`config.mk`:
```
export PLATFORM = sky130hd
export DESIGN_NAME = controlador_partida
export DESIGN_NICKNAME = d
export VERILOG_FILES = /design/src/rtl/connect4_pkg.sv /design/src/rtl/selector_columna.sv /design/src/rtl/controlador_partida.sv
export SDC_FILE = /design/constraint.sdc
export NUM_CORES = 1
export LEC_CHECK = 0
export BUFFER_PORTS_ARGS = -buffer_cell sky130_fd_sc_hd__buf_2
export CAP_MARGIN = 20
export CORE_ASPECT_RATIO = 0.75
export CORE_MARGIN = 1.5
export CORE_UTILIZATION = 30
export CTS_BUF_LIST = sky130_fd_sc_hd__clkbuf_8
export DETAILED_ROUTE_END_ITERATION = 16
export SLEW_MARGIN = 20
export SYNTH_ARGS = -nofsm -noshare
export SYNTH_HDL_FRONTEND = slang
export SYNTH_HIERARCHICAL = 1
export SYNTH_SLANG_ARGS = --single-unit
```
`constraint.sdc`:
```
create_clock -name clk -period 6.6 [get_ports clk]
set_clock_uncertainty 0.1 [all_clocks]
set_input_delay 1.32 -clock clk [delete_from_list [all_inputs] [get_ports clk]]
set_output_delay 1.32 -clock clk [all_outputs]
set_load 0.01 [all_outputs]
```
`src/rtl/connect4_pkg.sv`:
```
// Shared Connect-4 types: board geometry, column index, turn-sequencer states
// and the winner encoding driven towards the displays.
package connect4_pkg;

  localparam int NCOLS = 7;
  localparam int NROWS = 6;

  typedef logic [2:0] col_idx_t;

  typedef enum logic [2:0] {
    IDLE,
    TURN,
    ISSUE,
    WAIT_ACK,
    CHECK,
    GAME_OVER
  } partida_state_t;

  localparam logic [1:0] W_NONE   = 2'b00;
  localparam logic [1:0] W_RED    = 2'b01;
  localparam logic [1:0] W_YELLOW = 2'b10;
  localparam logic [1:0] W_DRAW   = 2'b11;

endpackage

```
`src/rtl/selector_columna.sv`:
```
// Column decoding shared by the manual and automatic move paths: validates the
// one-hot switch selection and finds the leftmost column that still has room.
module selector_columna
  import connect4_pkg::*;
#(
  parameter int NCOLS = 7
) (
  input  logic [NCOLS-1:0] col_switch,
  input  logic [NCOLS-1:0] col_full,
  output logic             onehot_ok,
  output col_idx_t         onehot_idx,
  output logic             free_any,
  output col_idx_t         free_idx
);

  // Descending scan so the lowest matching index is the one that sticks.
  always_comb begin
    onehot_idx = '0;
    free_idx   = '0;
    for (int i = NCOLS - 1; i >= 0; i--) begin
      if (col_switch[i]) onehot_idx = col_idx_t'(i);
      if (!col_full[i])  free_idx   = col_idx_t'(i);
    end
  end

  assign onehot_ok = $onehot(col_switch);
  assign free_any  = ~&col_full;

endmodule

```
`src/rtl/controlador_partida.sv`:
```
// Connect-4 turn sequencer: per-turn countdown, manual/automatic place requests,
// placer handshake with timeout, and latching of the game result.
module controlador_partida #(
  parameter int TURN_SECONDS = 10,
  parameter int ACK_TIMEOUT  = 4,
  parameter int NCOLS        = 7
) (
  input  logic             clk,
  input  logic             reset,
  input  logic             listo,
  input  logic             jugador_inicial,
  input  logic             tick_1s,
  input  logic             place_pulse,
  input  logic [NCOLS-1:0] col_switch,
  input  logic [NCOLS-1:0] col_full,
  input  logic             valid_move,
  input  logic             win_red,
  input  logic             win_yellow,
  output logic             place_req,
  output logic [2:0]       place_col,
  output logic             is_red,
  output logic             auto_move,
  output logic [3:0]       seconds_left,
  output logic             timer_expired,
  output logic             bad_move,
  output logic             ack_error,
  output logic             game_over,
  output logic [1:0]       winner
);
  import connect4_pkg::*;

  localparam int            AW        = (ACK_TIMEOUT > 1) ? $clog2(ACK_TIMEOUT) : 1;
  localparam logic [3:0]    RELOAD    = 4'(TURN_SECONDS);
  localparam logic [AW-1:0] WAIT_LAST = AW'(ACK_TIMEOUT - 1);

  partida_state_t state_q, state_d;
  logic [AW-1:0]  wait_q, wait_d;
  logic           place_req_q, place_req_d;
  col_idx_t       place_col_q, place_col_d;
  logic           is_red_q, is_red_d;
  logic           auto_move_q, auto_move_d;
  logic [3:0]     secs_q, secs_d;
  logic           expired_q, expired_d;
  logic           bad_move_q, bad_move_d;
  logic           ack_error_q, ack_error_d;
  logic           game_over_q, game_over_d;
  logic [1:0]     winner_q, winner_d;

  logic     onehot_ok, free_any;
  col_idx_t onehot_idx, free_idx;
  logic     manual_ok, final_tick;
  logic [1:0] result;

  selector_columna #(.NCOLS(NCOLS)) u_sel (
    .col_switch(col_switch),
    .col_full  (col_full),
    .onehot_ok (onehot_ok),
    .onehot_idx(onehot_idx),
    .free_any  (free_any),
    .free_idx  (free_idx)
  );

  assign manual_ok  = place_pulse && onehot_ok && !col_full[onehot_idx];
  assign final_tick = tick_1s && (secs_q == 4'd1);

  // A double win goes to the colour that just moved.
  always_comb begin
    result = W_NONE;
    if (win_red && win_yellow)  result = is_red_q ? W_RED : W_YELLOW;
    else if (win_red)           result = W_RED;
    else if (win_yellow)        result = W_YELLOW;
    else if (&col_full)         result = W_DRAW;
  end

  always_ff @(posedge clk) begin
    if (reset) begin
      state_q     <= IDLE;
      wait_q      <= '0;
      place_req_q <= 1'b0;
      place_col_q <= '0;
      is_red_q    <= 1'b0;
      auto_move_q <= 1'b0;
      secs_q      <= '0;
      expired_q   <= 1'b0;
      bad_move_q  <= 1'b0;
      ack_error_q <= 1'b0;
      game_over_q <= 1'b0;
      winner_q    <= W_NONE;
    end else begin
      state_q     <= state_d;
      wait_q      <= wait_d;
      place_req_q <= place_req_d;
      place_col_q <= place_col_d;
      is_red_q    <= is_red_d;
      auto_move_q <= auto_move_d;
      secs_q      <= secs_d;
      expired_q   <= expired_d;
      bad_move_q  <= bad_move_d;
      ack_error_q <= ack_error_d;
      game_over_q <= game_over_d;
      winner_q    <= winner_d;
    end
  end

  // Zero seconds in TURN marks an expiry one cycle old: the auto move issues now.
  always_comb begin
    state_d = state_q;
    unique case (state_q)
      IDLE:      if (listo) state_d = TURN;
      TURN: begin
        if (secs_q == 4'd0)  state_d = free_any ? ISSUE : GAME_OVER;
        else if (manual_ok)  state_d = ISSUE;
      end
      ISSUE:     state_d = WAIT_ACK;
      WAIT_ACK: begin
        if (valid_move)              state_d = CHECK;
        else if (wait_q == WAIT_LAST) state_d = TURN;
      end
      CHECK:     state_d = (result != W_NONE) ? GAME_OVER : TURN;
      GAME_OVER: state_d = GAME_OVER;
      default:   state_d = IDLE;
    endcase
  end

  always_comb begin
    place_req_d = 1'b0;
    expired_d   = 1'b0;
    bad_move_d  = 1'b0;
    ack_error_d = 1'b0;
    place_col_d = place_col_q;
    is_red_d    = is_red_q;
    auto_move_d = auto_move_q;
    secs_d      = secs_q;
    game_over_d = game_over_q;
    winner_d    = winner_q;
    wait_d      = wait_q;
    unique case (state_q)
      IDLE: begin
        if (listo) begin
          is_red_d = jugador_inicial;
          secs_d   = RELOAD;
        end
      end
      TURN: begin
        if (secs_q == 4'd0) begin
          if (free_any) begin
            place_req_d = 1'b1;
            auto_move_d = 1'b1;
            place_col_d = free_idx;
          end else begin
            winner_d    = W_DRAW;
            game_over_d = 1'b1;
          end
        end else begin
          if (manual_ok) begin
            place_req_d = 1'b1;
            auto_move_d = 1'b0;
            place_col_d = onehot_idx;
          end else if (place_pulse) begin
            bad_move_d = 1'b1;
          end
          // A valid move on the final tick pre-empts the expiry.
          if (final_tick && !manual_ok) begin
            secs_d    = 4'd0;
            expired_d = 1'b1;
          end else if (tick_1s && !final_tick) begin
            secs_d = secs_q - 4'd1;
          end
        end
      end
      ISSUE:     wait_d = '0;
      WAIT_ACK: begin
        if (!valid_move) begin
          wait_d = wait_q + 1'b1;
          if (wait_q == WAIT_LAST) begin
            ack_error_d = 1'b1;
            secs_d      = RELOAD;
          end
        end
      end
      CHECK: begin
        if (result != W_NONE) begin
          winner_d    = result;
          game_over_d = 1'b1;
        end else begin
          is_red_d = ~is_red_q;
          secs_d   = RELOAD;
        end
      end
      GAME_OVER: ;
      default: ;
    endcase
  end

  assign place_req     = place_req_q;
  assign place_col     = place_col_q;
  assign is_red        = is_red_q;
  assign auto_move     = auto_move_q;
  assign seconds_left  = secs_q;
  assign timer_expired = expired_q;
  assign bad_move      = bad_move_q;
  assign ack_error     = ack_error_q;
  assign game_over     = game_over_q;
  assign winner        = winner_q;

endmodule

```
==> impl_metrics.py, run 1 <==
metrics = {
    "floorplanning": {
        "fp.dieH_um": 66.18,
        "die_w_um": 87.24,
        "ioPinCount": 39,
        "core_um2": 5010,
        "die_area_um2": 5773,
        "rows": 22,
        "start_util_pct": 31.87,
    },
    "placement": {
        "place_congestion": 0.8076,
        "dp_hpwl_mm": 2.933,
        "portBuffers": 38,
        "dp.cells": 290,
    },
    "sta": {
        "clock.fmax_ghz": 0.2206,
        "slew_violations": 0,
        "worst_pin_slew_ps": 1005,
        "hold_viol": 0,
        "fin_tns_setup_ps": 0,
        "min_period_ps": 4532,
        "slew-limit-headroom_pct": 32.65,
        "rsz0062_at_grt": "no",
        "finalCritPeriodShare_pct": 68.67,
        "setup_violations": 0,
    },
    "yosys": {
        "ys_ff_latch": 21,
        "ys_warn_count": 6,
        "synthesis.instances": 188,
        "synth-seq-area-share_pct": 26.33,
        "synth_edf_count": 0,
        "avgSynthCellArea_um2": 8.492,
        "synth.distinct_cells": 49,
        "ys_async_sr_fraction_pct": 0,
        "synth_fp_nets": 219,
        "syn_area_um2": 1597,
        "synth_ff_type": "dfxtp_1",
    },
    "route": {
        "drt-pass1-iter-count": 4,
        "wl_per_cell_um": 12.62,
        "vias_per_cell": 5.065,
        "routed_wl_mm": 3.711,
        "drtIter0Drc": 109,
        "vias": 1489,
        "final_antenna_net_count": 0,
        "drc": 0,
    },
    "layout": {
        "syn2layout_area_growth_pct": 18.18,
        "final_util_pct": 37.66,
        "fin_nets": 254,
        "layout_commonest_cell": "buf_2",
        "n_antenna_cell": 0,
        "fin_cells": 294,
        "final_layout_size_suffix_gt1_share_pct": 23.42,
        "layout_common_cells": "38 x buf_2, 21 x dfxtp_1, 17 x inv_1",
        "fillers": 543,
    },
    "clock_network": {
        "clkLatencyLatePin_ps": 270,
        "hold_buffers": 0,
        "h-tree-depth": 1,
        "cts_num_sinks": 21,
        "cts.path.max_buffers": 2,
        "clk_pin_slew_ps": 90,
        "cts_resized": 0,
        "cts-root-buf": "clkbuf_8",
        "postCtsSetupRepairBufs": 0,
        "tritoncts": "built",
        "cts_buffers": 3,
    },
    "critical_path": {
        "cp.required_ps": 6670,
        "rr_endpoint": "seconds_left[3]$_SDFFE_PP0P_",
        "arrival_ps": 4600,
        "critical_path_class": "primary input to register",
        "reg2reg_slack_ps": 4130,
        "timing.rr.start": "state_q[0]$_SDFFE_PP0P_",
        "end_kind": "register",
        "path_max_fanout": 4,
        "worstSetupStartpointType": "primary input",
        "reg2regPathDepth": 5,
    },
    "power_and_ir_drop": {
        "vdd_drop_max_mv": 0.09540,
        "p_total_mw": 0.6014,
        "powerDensity_nw_per_um2": 318.7,
        "cellLeakagePower_nw": 0.7923,
    },
    "global_route": {
        "grt_max_degree": 19,
        "grt_pass1_wl_mm": 6.203,
        "gr-total-overflow": 0,
        "antenna_found_initial": 0,
        "grt_pass1_vias": 1322,
        "grtUsageTotal_pct": 13.58,
    },
    "worst_hold_path": {
        "min_to": "game_over$_SDFFE_PP0P_",
        "hold_depth": 2,
        "holdCritPathClass": "register to register",
        "worstHoldStart": "game_over$_SDFFE_PP0P_",
    },
    "run_status": {
        "status": "complete, no violations",
    },
    "job": {
        "maxCapViolations": 0,
    },
}
worst max-delay path by stage:
stage                   from                            to  slack [ps]  depth (start not counted)
3_5_place_dp   col_switch[0]  seconds_left[3]$_SDFFE_PP0P_        1830                         13
6_report       col_switch[0]  seconds_left[3]$_SDFFE_PP0P_        2070                         13
4_1_cts        col_switch[0]  seconds_left[1]$_SDFFE_PP0P_        2080                         13
5_1_grt        col_switch[0]  seconds_left[1]$_SDFFE_PP0P_        1820                         13
3_3_place_gp   col_switch[0]  seconds_left[1]$_SDFFE_PP0P_        1860                         13
2_1_floorplan  col_switch[0]  seconds_left[1]$_SDFFE_PP0P_        2150                         12
metrics by stage:
stage / hold WS (ps) / worst slack (ps) / cell area [µm²]
2_1_floorplan: 369.6 / 2146 / 1597
3_3_place_gp: 335.9 / 1860 / 1838
3_5_place_dp: 339.5 / 1825 / 1838
4_1_cts: 353.7 / 2077 / 1887
5_1_grt: 390.6 / 1820 / 1887
6_report: 350.5 / 2068 / 1887
area by class of cell:
cell class                      count  area [µm²]  area share [%]
Multi-Input combinational cell    142        1074           56.90
Sequential cell                    21       420.4           22.28
Timing Repair Buffer               38       190.2           10.08
Tap cell                           72       90.09           4.775
Inverter                           17       63.81           3.382
Clock buffer                        3       41.29           2.188
Clock inverter                      1       7.507          0.3979
critical path: stages:
cell and delay, ps:
buf_2 100, inv_1 70, fa_1 480, fa_1 480, inv_1 50, fa_1 390
fa_1 430, nor3b_1 260, nand2_1 180, nor3_1 260, a22o_1 210, nor2_1 70
a311oi_1 280
cells by family (layout without fill, tap and decap cells):
| logic type | count (synthesis) | count (layout) | synth area share [%] |
|---|---|---|---|
| simple gates | 63 | 63 | 22.02 |
| compound gates | 57 | 57 | 25.63 |
| buf+inv | 25 | 59 | 6.426 |
| flops | 21 | 21 | 26.33 |
| mux | 14 | 14 | 11.44 |
| fa+ha+maj | 8 | 8 | 8.151 |
synth_stat cells (4+ instances only):
cell      number  share of area (%)
a21oi_1       12                3.8
ha_1           4                3.1
nor2_1        12                2.8
nand2_1       12                2.8
a311oi_1       8                4.4
nand2b_1       4                1.6
o21ai_0        8                2.5
nor3_1         6                1.9
clkbuf_1       5                1.2
a31oi_1        5                2.0
inv_1         17                4.0
nor2b_1        4                1.6
fa_1           4                5.0
dfxtp_1       21                 26
mux2i_1        7                4.4
a22oi_1        5                2.4
and2_1         4                1.6
metal layers:
| layer | vias to the layer above | GRT usage (%) | part of all wire, % | wire [µm] |
|---|---|---|---|---|
| li1 | 771 | - | - | - |
| met1 | 677 | 21.15 | 55 | 2025 |
| met2 | 39 | 18.90 | 39 | 1458 |
| met3 | 2 | 3.371 | 5.6 | 206 |
| met4 | 0 | 1.786 | 0.57 | 21 |
| met5 | - | 0 | 0 | 0 |
sequential cells by signal, indices dropped and copies added (netlist names), 2 cells and up:
name	cells
seconds_left	4
state_q	3
winner	2
wait_q	2
place_col	3
where the power goes:
part           internal (mW)  switching [mW]
logic                  0.136           0.176
clock network         0.0427          0.0463
registers              0.157          0.0431
(Power assumes the default switching activity.)
==> run 2: changes to the inputs <==
Clock period 6.6 ns to 4.35 ns, I/O delays scaled along.
==> impl_metrics.py, run 2 (synthesis results as in run 1) <==
metrics = {
    "critical_path": {
        "crit_start": "col_switch[0]",
        "critPathSlowestCell": "fa_1",
        "timing.rr.start": "state_q[0]$_SDFFE_PP0P_",
        "reg2reg_slack_ps": 2130,
        "critical_path_class": "primary input to register",
        "crit_path_cell_trace": "buf_2 > inv_1 > fa_1 > fa_1 > inv_1 > fa_1 > fa_1 > nor3b_1 > nand2_1 > nor3_2 > a22o_1 > nor2_1 > a311oi_1",
        "arrival_ps": 4130,
        "critPathTopFamily": "adder cells",
        "path_max_fanout": 4,
        "worstSetupStartpointType": "primary input",
        "crit_buf_inv": 3,
        "reg2regPathDepth": 5,
        "cp.required_ps": 4430,
        "setup.worst_path.end": "seconds_left[1]$_SDFFE_PP0P_",
        "path_common_cell": "fa_1",
        "max_stage_delay_ps": 490,
        "end_kind": "register",
        "rr_endpoint": "seconds_left[1]$_SDFFE_PP0P_",
        "critical_path_depth": 13,
    },
    "sta": {
        "rsz0062_at_grt": "yes",
        "hold-worst-slack_ps": 351.8,
        "finalCritPeriodShare_pct": 93.18,
        "hold_viol": 0,
        "slew_violations": 0,
        "fin_tns_setup_ps": 0,
        "worst_pin_slew_ps": 638.2,
        "min_period_ps": 4053,
        "clock.fmax_ghz": 0.2467,
        "slew-limit-headroom_pct": 57.26,
        "setup_violations": 0,
    },
    "power_and_ir_drop": {
        "powerDensity_nw_per_um2": 487.8,
        "combPwrFrac_pct": 53.1,
        "cellLeakagePower_nw": 0.8085,
        "p_sw_share_pct": 44.16,
        "netSwitchingPower_mw": 0.4105,
        "p_total_mw": 0.9295,
        "vdd_drop_max_mv": 0.1645,
        "intPower_mw": 0.5191,
        "clockPowerShare_pct": 14.1,
        "seq_power_share_pct": 32.8,
    },
    "floorplanning": {
        "start_util_pct": 31.87,
        "die_area_um2": 5773,
        "ioPinCount": 39,
        "fp.dieH_um": 66.18,
        "core_um2": 5010,
        "rows": 22,
        "die_w_um": 87.24,
    },
    "placement": {
        "place_congestion": 0.7652,
        "portBuffers": 38,
        "placement.cell_area_um2": 1853,
        "dp_hpwl_mm": 3.000,
        "dp.cells": 292,
    },
    "layout": {
        "largest_reg_flops": 4,
        "syn2layout_area_growth_pct": 19.36,
        "multi_input_area_um2": 1081,
        "final-seq-area_um2": 420.4,
        "fin_cells": 296,
        "layout_commonest_cell": "buf_2",
        "final_layout_size_suffix_gt1_share_pct": 24.55,
        "fin_nets": 256,
        "layout_common_cells": "38 x buf_2, 21 x dfxtp_1, 18 x inv_1",
        "n_antenna_cell": 0,
        "fin_area_um2": 1906,
        "fillers": 551,
    },
    "clock_network": {
        "tritoncts": "built",
        "cts.path.max_buffers": 2,
        "clkLatencyLatePin_ps": 260,
        "hold_buffers": 0,
        "cts-root-buf": "clkbuf_8",
        "h-tree-depth": 1,
        "cts_buffers": 3,
        "cts_num_sinks": 21,
        "clk_pin_slew_ps": 80,
    },
    "route": {
        "drtIter0Drc": 111,
        "vias_per_cell": 5.206,
        "drc": 0,
        "vias": 1541,
        "routed_wl_mm": 3.955,
        "drt-pass1-iter-count": 4,
        "wl_per_cell_um": 13.36,
        "final_antenna_net_count": 0,
    },
    "global_route": {
        "antenna_found_initial": 0,
        "grt_pass1_vias": 1357,
        "grtUsageTotal_pct": 14.19,
        "grt_max_degree": 19,
        "gr-total-overflow": 0,
        "grt_pass1_wl_mm": 6.423,
    },
    "worst_hold_path": {
        "holdCritPathClass": "register to register",
    },
    "job": {
        "maxCapViolations": 0,
    },
    "run_status": {
        "status": "complete, no violations",
    },
}
==> run 2: power by group through the flow <==
stage                     Clock, mW  Sequential [mW]  Combinational (mW)
after floorplan                   0            0.297               0.354
after global placement            0            0.309               0.482
after detailed placement          0            0.308               0.487
after CTS                     0.135            0.303               0.491
after global routing          0.141            0.317               0.546
final                         0.131            0.305               0.494
==> run 2: stage by stage <==
step | utilization, % | worst slack (ps)
final | 38.04 | 296.6
after global routing | 38.04 | 1.799
after CTS | 37.89 | 243.3
after detailed placement | 36.99 | -24.30
after global placement | 36.99 | 51.37
after floorplan | - | 346.1
==> run 2: worst reg2reg max path, delay by kind of cell (launching register included) <==
family          cells  cell delay (ps)
compound gates      2              580
flops               1              540
simple gates        3              910
==> run 2: area by class of cell <==
| class | count | share of cell area [%] |
|---|---|---|
| Timing Repair Buffer | 40 | 10.77 |
| Sequential cell | 21 | 22.06 |
| Clock buffer | 3 | 2.167 |
| Tap cell | 72 | 4.728 |
| Inverter | 17 | 3.349 |
| Clock inverter | 1 | 0.1970 |
| Multi-Input combinational cell | 142 | 56.73 |
==> run 2: worst min-delay path by stage <==
stage / endpoint / depth (start not counted) / slack (ps) / start
finish: game_over$_SDFFE_PP0P_ / 2 / 350 / game_over$_SDFFE_PP0P_
global route: game_over$_SDFFE_PP0P_ / 2 / 360 / game_over$_SDFFE_PP0P_
CTS: game_over$_SDFFE_PP0P_ / 2 / 360 / game_over$_SDFFE_PP0P_
detailed placement: game_over$_SDFFE_PP0P_ / 2 / 340 / game_over$_SDFFE_PP0P_
global placement: game_over$_SDFFE_PP0P_ / 2 / 340 / game_over$_SDFFE_PP0P_
floorplan: game_over$_SDFFE_PP0P_ / 2 / 370 / game_over$_SDFFE_PP0P_
==> run 2: layer usage <==
| layer | vias up | GRT usage [%] | routed length [µm] |
|---|---|---|---|
| met5 | - | 0 | 0 |
| met4 | 0 | 4.167 | 32 |
| met3 | 4 | 2.871 | 241 |
| met2 | 46 | 20.45 | 1680 |
| met1 | 722 | 21.06 | 2000 |
| li1 | 769 | - | - |
==> run 2: timing repair <==
action | CTS | global route
gates resized for setup | 0 | 1
buffers inserted | 0 | 0
endpoints found under the setup margin | 0 | 2
==> run 3: changes to the inputs <==
Settings changed: CORE_UTILIZATION 30 to 55, PLACE_DENSITY set to 0.82.
==> impl_metrics.py, run 3 (synthesis results as in run 1) <==
metrics = {
    "sta": {
        "rsz0062_at_grt": "no",
        "hold_viol": 0,
        "fin_ws_ps": 250.9,
        "clock.fmax_ghz": 0.2440,
        "slew-limit-headroom_pct": 35.59,
        "worst_pin_slew_ps": 964.2,
        "setup_violations": 0,
        "slew_violations": 0,
        "finalCritPeriodShare_pct": 94.23,
        "min_period_ps": 4099,
    },
    "global_route": {
        "gr-total-overflow": 0,
        "grtUsageTotal_pct": 27.29,
        "grt_pass1_wl_mm": 6.762,
        "antenna_found_initial": 0,
        "grt_pass1_vias": 1524,
        "grt_max_degree": 19,
    },
    "layout": {
        "syn2layout_area_growth_pct": 16.46,
        "final_layout_size_suffix_gt1_share_pct": 24.55,
        "largest_reg_flops": 4,
        "layout_commonest_cell": "buf_2",
        "fin_nets": 256,
        "fin_area_um2": 1859,
        "layout_common_cells": "38 x buf_2, 21 x dfxtp_1, 17 x inv_1",
        "n_antenna_cell": 0,
    },
    "floorplanning": {
        "die_area_um2": 3238,
        "fp.dieH_um": 49.66,
        "core_um2": 2683,
        "ioPinCount": 39,
        "die_w_um": 65.21,
        "start_util_pct": 59.51,
        "rows": 16,
    },
    "worst_hold_path": {
        "hold_depth": 2,
        "holdCritPathClass": "register to register",
    },
    "route": {
        "vias_per_cell": 6.208,
        "wl_per_cell_um": 15.72,
        "vias": 1614,
        "final_antenna_net_count": 0,
        "drc": 0,
        "drt-pass1-iter-count": 4,
        "routed_wl_mm": 4.088,
        "drtIter0Drc": 135,
    },
    "power_and_ir_drop": {
        "intPower_mw": 0.5216,
        "seq_power_share_pct": 32.3,
        "cellLeakagePower_nw": 0.8081,
        "combPwrFrac_pct": 53.4,
        "p_sw_share_pct": 44.57,
        "clockPowerShare_pct": 14.3,
        "netSwitchingPower_mw": 0.4194,
        "powerDensity_nw_per_um2": 506.1,
        "vdd_drop_max_mv": 0.2374,
    },
    "critical_path": {
        "critical_path_depth": 13,
        "cp.required_ps": 4360,
        "arrival_ps": 4110,
        "reg2regPathDepth": 5,
        "end_kind": "register",
        "path_common_cell": "fa_1",
        "critPathTopFamily": "adder cells",
        "worstSetupStartpointType": "primary input",
        "crit_buf_inv": 3,
        "critPathSlowestCell": "fa_1",
        "max_stage_delay_ps": 500,
        "critical_path_class": "primary input to register",
        "path_max_fanout": 4,
        "crit_path_cell_trace": "buf_2 > inv_1 > fa_1 > fa_1 > inv_1 > fa_1 > fa_1 > nor3b_2 > nand2_1 > nor3_1 > a22oi_1 > a21oi_1 > a311oi_1",
    },
    "clock_network": {
        "cts-root-buf": "clkbuf_8",
        "h-tree-depth": 1,
        "cts.path.max_buffers": 2,
        "cts_num_sinks": 21,
        "clkLatencyLatePin_ps": 280,
        "postCtsSetupRepairBufs": 0,
        "tritoncts": "built",
        "cts_buffers": 3,
        "clk_pin_slew_ps": 80,
    },
    "placement": {
        "placement.cell_area_um2": 1808,
        "place_congestion": 0.9054,
        "place_ws_ps": -39.00,
        "portBuffers": 38,
        "dp_hpwl_mm": 3.121,
    },
    "run_status": {
        "status": "complete, no violations",
    },
    "job": {
        "maxCapViolations": 0,
    },
}
run 3: per-layer routing:
metal	track usage (%)	vias up	share of wire, %
met3	6.164	9	6.1
li1	-	777	-
met1	33.00	769	42
met4	13.19	0	2.0
met5	0	-	0
met2	45.75	59	50
run 3: final timing paths:
check                                               endpoint  slack [ps]                     from
worst max-delay path            seconds_left[3]$_SDFFE_PP0P_         250            col_switch[0]
worst min-delay path                  game_over$_SDFFE_PP0P_         350   game_over$_SDFFE_PP0P_
worst max register to register  seconds_left[3]$_SDFFE_PP0P_        1830  state_q[0]$_SDFFE_PP0P_
worst min register to register        game_over$_SDFFE_PP0P_         350   game_over$_SDFFE_PP0P_
run 3: cell type report:
| class | count | area [µm²] |
|---|---|---|
| clock inverters | 1 | 5.005 |
| multi-input cells | 142 | 1079 |
| repair buffers | 40 | 205.2 |
| flip-flops and latches | 21 | 420.4 |
| well taps | 36 | 45.04 |
| inverters | 17 | 63.81 |
| clock buffers | 3 | 41.29 |
| fillers | 218 | 823.3 |
run 3: power groups by stage:
stage | combinational (mW) | sequential (mW) | clock [mW]
after floorplan | 0.354 | 0.297 | 0
after global placement | 0.468 | 0.301 | 0
after detailed placement | 0.491 | 0.306 | 0
after CTS | 0.495 | 0.301 | 0.134
after global routing | 0.552 | 0.312 | 0.144
final | 0.502 | 0.304 | 0.135
run 3: through the flow:
stage	util, %	instances	hold slack (ps)	power (mW)	TNS, ps
2_1_floorplan	-	188	369.6	0.6513	0
3_3_place_gp	67.40	256	332.0	0.7684	0
3_5_place_dp	67.40	256	343.4	0.7965	-70.69
4_1_cts	69.12	260	354.3	0.9305	0
5_1_grt	69.31	260	384.3	1.008	0
6_report	69.31	260	352.1	0.9410	0
run 3: tightest hold or removal path: cells and delay by family, from the launching register on:
family / cells / cell delay [ps]
buffers and inverters: 1 / 50
DFF: 1 / 310
AOI/OAI and AO/OA: 1 / 50
run 3: timing repair:
action / CTS / global route
endpoints found under the setup margin: 0 / 2
hold endpoints to repair: 0 / 0
gates resized for setup: 0 / 1
hold buffers: 0 / 0
